--- config.mk ---
export PLATFORM = sky130hd
export DESIGN_NAME = replica_timing_monitor_flat
export DESIGN_NICKNAME = d
export VERILOG_FILES = /design/src/rtl/replica_timing_monitor_if.sv /design/src/rtl/replica_timing_monitor.sv /design/src/flat_wrapper.sv
export SDC_FILE = /design/constraint.sdc
export NUM_CORES = 1
export LEC_CHECK = 0
export ABC_AREA = 1
export BUFFER_PORTS_ARGS = -buffer_cell sky130_fd_sc_hd__buf_2
export CAP_MARGIN = 20
export CELL_PAD_IN_SITES_DETAIL_PLACEMENT = 2
export CELL_PAD_IN_SITES_GLOBAL_PLACEMENT = 2
export CORE_UTILIZATION = 37
export CTS_BUF_LIST = sky130_fd_sc_hd__clkbuf_8
export CTS_CLUSTER_DIAMETER = 150
export DETAILED_ROUTE_END_ITERATION = 10
export PLACE_DENSITY = 0.95
export SYNTH_ARGS = -nofsm -noshare
export SYNTH_HDL_FRONTEND = slang
export SYNTH_SLANG_ARGS = --single-unit
--- constraint.sdc ---
create_clock -name clk_i -period 4.6 [get_ports clk_i]
set_input_delay 0.46 -clock clk_i [delete_from_list [all_inputs] [get_ports clk_i]]
set_output_delay 0.46 -clock clk_i [all_outputs]
set_load 0.01 [all_outputs]
--- src/rtl/replica_timing_monitor_if.sv ---
// Signal bundle between the replica timing monitor and its surroundings.
// The master drives the control and replica-return inputs; the slave (the monitor)
// drives the launch level, the margin code and the status outputs.
interface replica_timing_monitor_if #(
    parameter int PERIOD_W = 8,
    parameter int CODE_W   = 4
);
    logic                enable_i;
    logic                clear_i;
    logic [PERIOD_W-1:0] period_i;
    logic                replica_launch_o;
    logic                replica_capture_i;
    logic [CODE_W-1:0]   margin_code_o;
    logic                slow_req_o;
    logic                window_done_o;
    logic [7:0]          err_count_o;

    modport master (
        output enable_i, clear_i, period_i, replica_capture_i,
        input  replica_launch_o, margin_code_o, slow_req_o, window_done_o, err_count_o
    );

    modport slave (
        input  enable_i, clear_i, period_i, replica_capture_i,
        output replica_launch_o, margin_code_o, slow_req_o, window_done_o, err_count_o
    );
endinterface

--- src/rtl/replica_timing_monitor.sv ---
// Probe sequencer for the frontend critical-path replica. Launches a transition into
// the replica, checks it arrived one clock later, counts late arrivals per window and
// steers a margin code up or down; requests a slowdown when the code is exhausted.
module replica_timing_monitor #(
    parameter int PERIOD_W   = 8,
    parameter int WINDOW     = 16,
    parameter int ERR_THRESH = 2,
    parameter int CODE_W     = 4,
    parameter int CODE_INIT  = 8,
    parameter int SETTLE     = 4,
    parameter bit INVERT     = 1'b0
) (
    input logic                     clk_i,
    input logic                     rst_ni,
    replica_timing_monitor_if.slave bus
);
    localparam int SAMPLE_W = $clog2(WINDOW + 1);
    localparam int SETTLE_W = $clog2(SETTLE + 1);

    localparam logic [2:0] S_IDLE    = 3'd0;
    localparam logic [2:0] S_WAIT    = 3'd1;
    localparam logic [2:0] S_LAUNCH  = 3'd2;
    localparam logic [2:0] S_CAPTURE = 3'd3;
    localparam logic [2:0] S_EVAL    = 3'd4;
    localparam logic [2:0] S_SETTLE  = 3'd5;

    localparam logic [SAMPLE_W-1:0] WINDOW_C      = SAMPLE_W'(WINDOW);
    localparam logic [7:0]          THRESH_C      = 8'(ERR_THRESH);
    localparam logic [CODE_W-1:0]   CODE_MAX_C    = '1;
    localparam logic [CODE_W-1:0]   CODE_INIT_C   = CODE_W'(CODE_INIT);
    localparam logic [SETTLE_W-1:0] SETTLE_LOAD_C = SETTLE_W'(SETTLE - 1);

    logic [2:0]          state_q, state_d;
    logic [PERIOD_W-1:0] wait_cnt_q, wait_cnt_d;
    logic [SETTLE_W-1:0] settle_cnt_q, settle_cnt_d;
    logic [SAMPLE_W-1:0] sample_cnt_q, sample_cnt_d;
    logic [7:0]          err_cnt_q, err_cnt_d;
    logic [CODE_W-1:0]   code_q, code_d;
    logic                slow_q, slow_d;
    logic                launch_q, launch_d;
    logic                window_done_q, window_done_d;

    logic [PERIOD_W-1:0] period_eff;
    logic [PERIOD_W-1:0] wait_load;
    logic [SAMPLE_W-1:0] sample_inc;
    logic                probe_err;

    // Next-state logic: probe sequencing, window evaluation, clear override.
    always_comb begin
        // NOTE: every signal gets a default first so no path leaves one unassigned (no latches).
        state_d       = state_q;
        wait_cnt_d    = wait_cnt_q;
        settle_cnt_d  = settle_cnt_q;
        sample_cnt_d  = sample_cnt_q;
        err_cnt_d     = err_cnt_q;
        code_d        = code_q;
        slow_d        = slow_q;
        launch_d      = launch_q;
        window_done_d = 1'b0;

        // A zero period still waits one cycle; the counter holds cycles remaining minus one.
        period_eff = (bus.period_i == '0) ? PERIOD_W'(1) : bus.period_i;
        wait_load  = period_eff - PERIOD_W'(1);
        sample_inc = sample_cnt_q + SAMPLE_W'(1);
        // launch_q already holds the new level during CAPTURE.
        probe_err  = bus.replica_capture_i != (launch_q ^ INVERT);

        case (state_q)
            S_IDLE: begin
                if (bus.enable_i) begin
                    state_d    = S_WAIT;
                    wait_cnt_d = wait_load;
                end
            end
            S_WAIT: begin
                if (!bus.enable_i) begin
                    state_d      = S_IDLE;
                    sample_cnt_d = '0;
                    err_cnt_d    = '0;
                end else if (wait_cnt_q == '0) begin
                    state_d = S_LAUNCH;
                end else begin
                    wait_cnt_d = wait_cnt_q - PERIOD_W'(1);
                end
            end
            S_LAUNCH: begin
                // A launch in flight always completes its capture, even if enable drops.
                launch_d = ~launch_q;
                state_d  = S_CAPTURE;
            end
            S_CAPTURE: begin
                if (probe_err && err_cnt_q != 8'hFF) err_cnt_d = err_cnt_q + 8'd1;
                sample_cnt_d = sample_inc;
                if (!bus.enable_i) begin
                    // Partial window is thrown away.
                    state_d      = S_IDLE;
                    sample_cnt_d = '0;
                    err_cnt_d    = '0;
                end else if (sample_inc == WINDOW_C) begin
                    state_d = S_EVAL;
                end else begin
                    state_d    = S_WAIT;
                    wait_cnt_d = wait_load;
                end
            end
            S_EVAL: begin
                window_done_d = 1'b1;
                if (err_cnt_q >= THRESH_C) begin
                    if (code_q == CODE_MAX_C) slow_d = 1'b1;
                    else                      code_d = code_q + CODE_W'(1);
                end else if (err_cnt_q == 8'd0) begin
                    slow_d = 1'b0;
                    if (code_q != '0) code_d = code_q - CODE_W'(1);
                end
                sample_cnt_d = '0;
                err_cnt_d    = '0;
                if (!bus.enable_i) begin
                    state_d = S_IDLE;
                end else if (code_d != code_q) begin
                    // Give the tuning logic time to act on the new code before probing.
                    state_d      = S_SETTLE;
                    settle_cnt_d = SETTLE_LOAD_C;
                end else begin
                    state_d    = S_WAIT;
                    wait_cnt_d = wait_load;
                end
            end
            S_SETTLE: begin
                if (!bus.enable_i) begin
                    state_d = S_IDLE;
                end else if (settle_cnt_q == '0) begin
                    state_d    = S_WAIT;
                    wait_cnt_d = wait_load;
                end else begin
                    settle_cnt_d = settle_cnt_q - SETTLE_W'(1);
                end
            end
            default: state_d = S_IDLE;
        endcase

        // Clear overrides everything except the launch level, which the replica still holds.
        if (bus.clear_i) begin
            state_d       = S_IDLE;
            wait_cnt_d    = '0;
            settle_cnt_d  = '0;
            sample_cnt_d  = '0;
            err_cnt_d     = '0;
            code_d        = CODE_INIT_C;
            slow_d        = 1'b0;
            launch_d      = launch_q;
            window_done_d = 1'b0;
        end
    end

    // State registers; window_done rises the cycle after EVAL, together with the new code.
    always_ff @(posedge clk_i or negedge rst_ni) begin
        if (!rst_ni) begin
            state_q       <= S_IDLE;
            wait_cnt_q    <= '0;
            settle_cnt_q  <= '0;
            sample_cnt_q  <= '0;
            err_cnt_q     <= '0;
            code_q        <= CODE_INIT_C;
            slow_q        <= 1'b0;
            launch_q      <= 1'b0;
            window_done_q <= 1'b0;
        end else begin
            // NOTE: non-blocking assignments so every flop samples pre-edge values.
            state_q       <= state_d;
            wait_cnt_q    <= wait_cnt_d;
            settle_cnt_q  <= settle_cnt_d;
            sample_cnt_q  <= sample_cnt_d;
            err_cnt_q     <= err_cnt_d;
            code_q        <= code_d;
            slow_q        <= slow_d;
            launch_q      <= launch_d;
            window_done_q <= window_done_d;
        end
    end

    assign bus.replica_launch_o = launch_q;
    assign bus.margin_code_o    = code_q;
    assign bus.slow_req_o       = slow_q;
    assign bus.window_done_o    = window_done_q;
    assign bus.err_count_o      = err_cnt_q;
endmodule
--- src/flat_wrapper.sv ---
// flat-port wrapper written by rule: the top's interface ports become plain ports
module replica_timing_monitor_flat 
#(
    parameter int PERIOD_W   = 8,
    parameter int WINDOW     = 16,
    parameter int ERR_THRESH = 2,
    parameter int CODE_W     = 4,
    parameter int CODE_INIT  = 8,
    parameter int SETTLE     = 4,
    parameter bit INVERT     = 1'b0
)
  (clk_i, rst_ni, bus_enable_i, bus_clear_i, bus_period_i, bus_replica_capture_i, bus_replica_launch_o, bus_margin_code_o, bus_slow_req_o, bus_window_done_o, bus_err_count_o);
  replica_timing_monitor_if #(.PERIOD_W(PERIOD_W), .CODE_W(CODE_W)) bus_i ();
  input logic clk_i;
  input logic rst_ni;
  input wire logic [$bits(bus_i.enable_i)-1:0] bus_enable_i;
  input wire logic [$bits(bus_i.clear_i)-1:0] bus_clear_i;
  input wire logic [$bits(bus_i.period_i)-1:0] bus_period_i;
  input wire logic [$bits(bus_i.replica_capture_i)-1:0] bus_replica_capture_i;
  output wire logic [$bits(bus_i.replica_launch_o)-1:0] bus_replica_launch_o;
  output wire logic [$bits(bus_i.margin_code_o)-1:0] bus_margin_code_o;
  output wire logic [$bits(bus_i.slow_req_o)-1:0] bus_slow_req_o;
  output wire logic [$bits(bus_i.window_done_o)-1:0] bus_window_done_o;
  output wire logic [$bits(bus_i.err_count_o)-1:0] bus_err_count_o;
  assign bus_i.enable_i = bus_enable_i;
  assign bus_i.clear_i = bus_clear_i;
  assign bus_i.period_i = bus_period_i;
  assign bus_i.replica_capture_i = bus_replica_capture_i;
  assign bus_replica_launch_o = bus_i.replica_launch_o;
  assign bus_margin_code_o = bus_i.margin_code_o;
  assign bus_slow_req_o = bus_i.slow_req_o;
  assign bus_window_done_o = bus_i.window_done_o;
  assign bus_err_count_o = bus_i.err_count_o;
  replica_timing_monitor #(.PERIOD_W(PERIOD_W), .WINDOW(WINDOW), .ERR_THRESH(ERR_THRESH), .CODE_W(CODE_W), .CODE_INIT(CODE_INIT), .SETTLE(SETTLE), .INVERT(INVERT)) u_core (.clk_i(clk_i), .rst_ni(rst_ni), .bus(bus_i));
endmodule
==> impl_metrics.ini <==
[outcome]
status = finished clean

[placed_design]
portBuffers = 27
gp_congestion = 0.800
place_area_um2 = 2570
hpwl_mm = 6.31

[cts]
post_cts_buffers = 0
cts_tree = yes
cts_made_buffers = 5
htree_num_levels = 2
cts_root_buf = clkbuf_8
cts_resized = 0
clockBufferDepth = 2
holdBufCountCts = 0
clock_latency_ns = 0.28
cts.clk_slew.worst_paths_ns = 0.08
cts_sinks = 34

[pwr]
power_switching_mw = 0.409
switching_share = 0.423
power.internal_mw = 0.557
power_frac_comb = 0.355
p_per_area_nw_per_um2 = 363
power_leakage_nw = 1.35
pwr-share-clk = 0.244
p_seq_frac = 0.401
peakVddDrop_mv = 0.179
fin_total_pwr_mw = 0.966

[finish]
layout_common_cells = nand2_1, inv_1, dfrtp_1, nor2_1, buf_2
utilization = 0.440
area_growth_pct = 12.6
diodes = 0
final_common_cell = nand2_1
drive_gt1_frac = 0.175
design_area_um2 = 2660
final_nets = 380

[logic_synthesis]
ys_ff_latch = 34
synth.net_count = 350
synth_cells = 328
yosys_warnings = 0
post_synth_num_cell_types = 38
post_synth.cell_area_avg_um2 = 7.21
synth_seq_area_share = 0.360
synthesis.area_um2 = 2370

[route]
drc = 0
vias = 2459
ant_nets = 0
drt_first_pass_iters = 4
wl_per_cell_um = 20.5
drt-initial-drc-count = 117
avgViaCountPerCell = 5.67
routed_wl_mm = 8.89

[critical_path]
required_ns = 4.76
worstSetupPathType = primary input to flop
arrival_ns = 2.51
cp_max_fo = 17
end_kind = flop
startpoint_type = primary input

[sta]
tns_ns = 0
grt_setup_unrepaired = no
hold_viol = 0
finalCriticalPeriod_ns = 2.35
fmax_ghz = 0.426
fin_skew_ns = 0.00756
tightest_slew_ns = 0.833
fin_crit_sh = 0.511
slew_viol_final = 0
relSlewSlack = 0.445
setup_viol = 0

[global_routing]
antenna_found_initial = 0
grtUsageTotal = 0.284
grt_pass1_wl_mm = 14.1
overflow = 0
grt_pass1_vias = 2670
grt_max_degree = 35

[floorplan]
initial_core_util = 0.390
placementRows = 28
die_x_um = 82.0
die-height_um = 82.0
coreArea_um2 = 6060
die_area_um2 = 6720
io_pins = 28

[worst_hold_path]
min_path_type = primary input to async pin

[run]
drv_cap = 0
==> layer usage <==
layer	part of all wire	wire [µm]	global-route usage
met5	0	0	0
met1	0.45	3990	0.352
met3	0.025	226	0.0467
met4	0.0088	78	0.0544
met2	0.52	4590	0.514
==> synth_stat cells <==
cell type / instances / area, µm²
o22ai_1: 5 / 31.3
nand3_1: 26 / 130
nor3_1: 2 / 10.0
a22oi_1: 1 / 7.51
a31o_2: 1 / 8.76
nand3b_1: 2 / 15.0
a21oi_1: 6 / 30.0
o2111ai_1: 2 / 17.5
a21oi_2: 2 / 17.5
nand4_1: 8 / 50.1
a211oi_1: 1 / 7.51
nand3_2: 1 / 10.0
o21ai_2: 4 / 35.0
or2_2: 2 / 12.5
a21boi_0: 1 / 7.51
o31ai_1: 4 / 30.0
o21ai_0: 22 / 110
o211ai_1: 1 / 7.51
xor2_1: 5 / 43.8
inv_1: 39 / 146
a22o_1: 1 / 8.76
nor2_4: 4 / 45.0
buf_2: 3 / 15.0
ha_1: 9 / 113
nor2_2: 5 / 31.3
o21a_1: 4 / 30.0
o22a_1: 1 / 8.76
a41oi_1: 1 / 8.76
buf_4: 1 / 7.51
dfstp_2: 1 / 26.3
inv_2: 4 / 15.0
o21ai_1: 6 / 30.0
clkinv_1: 1 / 3.75
xnor2_1: 2 / 17.5
nand2_1: 83 / 312
nor2_1: 29 / 109
nand2_2: 5 / 31.3
dfrtp_1: 33 / 826
==> sequential cells by signal, indices dropped and copies added (netlist names) <==
register,count
u_core.bus.replica_launch_o,1
u_core.bus.window_done_o,1
u_core.bus.err_count_o,8
u_core.state_q,3
u_core.sample_cnt_q,5
u_core.bus.margin_code_o,4
u_core.settle_cnt_q,3
u_core.wait_cnt_q,8
u_core.bus.slow_req_o,1
==> worst max-delay path, cell delays in order <==
cell and delay, ns:
buf_2 0.26, clkinv_1 0.53, nand3_1 0.29, nand2_1 0.09, inv_1 0.06, nand2_1 0.05, nor2_1 0.11, nand2_1 0.12
nor2_4 0.22, inv_2 0.13, nand2_1 0.10, nand2_1 0.08
==> cell type report <==
cell class / count / area (µm²)
repair buffers: 27 / 135
multi-input cells: 246 / 1330
fillers: 741 / 3400
flip-flops and latches: 34 / 852
clock inverters: 2 / 8.76
inverters: 44 / 165
well taps: 75 / 93.8
clock buffers: 6 / 82.6
==> metrics by stage <==
step	cells	hold WS (ns)	worst slack, ns
global placement	426	0.470	2.38
global route	434	0.320	2.05
detailed placement	426	0.486	2.12
floorplan	328	0.164	2.77
CTS	434	0.295	2.28
finish	434	0.269	2.25
==> cells by family (layout without fill, tap and decap cells) <==
kind of cell / after synthesis / count (layout) / synth area share
compound gates: 63 / 63 / 0.168
xor+xnor: 7 / 7 / 0.0259
fa+ha+maj: 9 / 9 / 0.0476
buf+inv: 48 / 79 / 0.0793
flops: 34 / 34 / 0.360
simple gates: 167 / 167 / 0.319
==> power by group through the flow <==
stage | clock [mW] | combinational [mW] | sequential (mW)
final | 0.236 | 0.343 | 0.387
after CTS | 0.240 | 0.343 | 0.387
after detailed placement | 0 | 0.328 | 0.388
after global routing | 0.252 | 0.377 | 0.392
after global placement | 0 | 0.300 | 0.385
after floorplan | 0 | 0.229 | 0.375
==> worst paths after layout <==
check / depth (start not counted) / from / endpoint / slack, ns
min in group clk_i: 2 / u_core.settle_cnt_q[1] / u_core.settle_cnt_q[1] / 0.50
max in group asynchronous: 1 / rst_ni / u_core.bus.err_count_o[2] / 3.80
setup / recovery: 12 / bus_clear_i / u_core.wait_cnt_q[0] / 2.25
setup reg to reg: 10 / u_core.state_q[1] / u_core.wait_cnt_q[2] / 2.35
hold / removal: 1 / rst_ni / u_core.sample_cnt_q[2] / 0.27
hold reg to reg: 2 / u_core.settle_cnt_q[1] / u_core.settle_cnt_q[1] / 0.50
No activity file was read; power rests on OpenSTA's default activity.
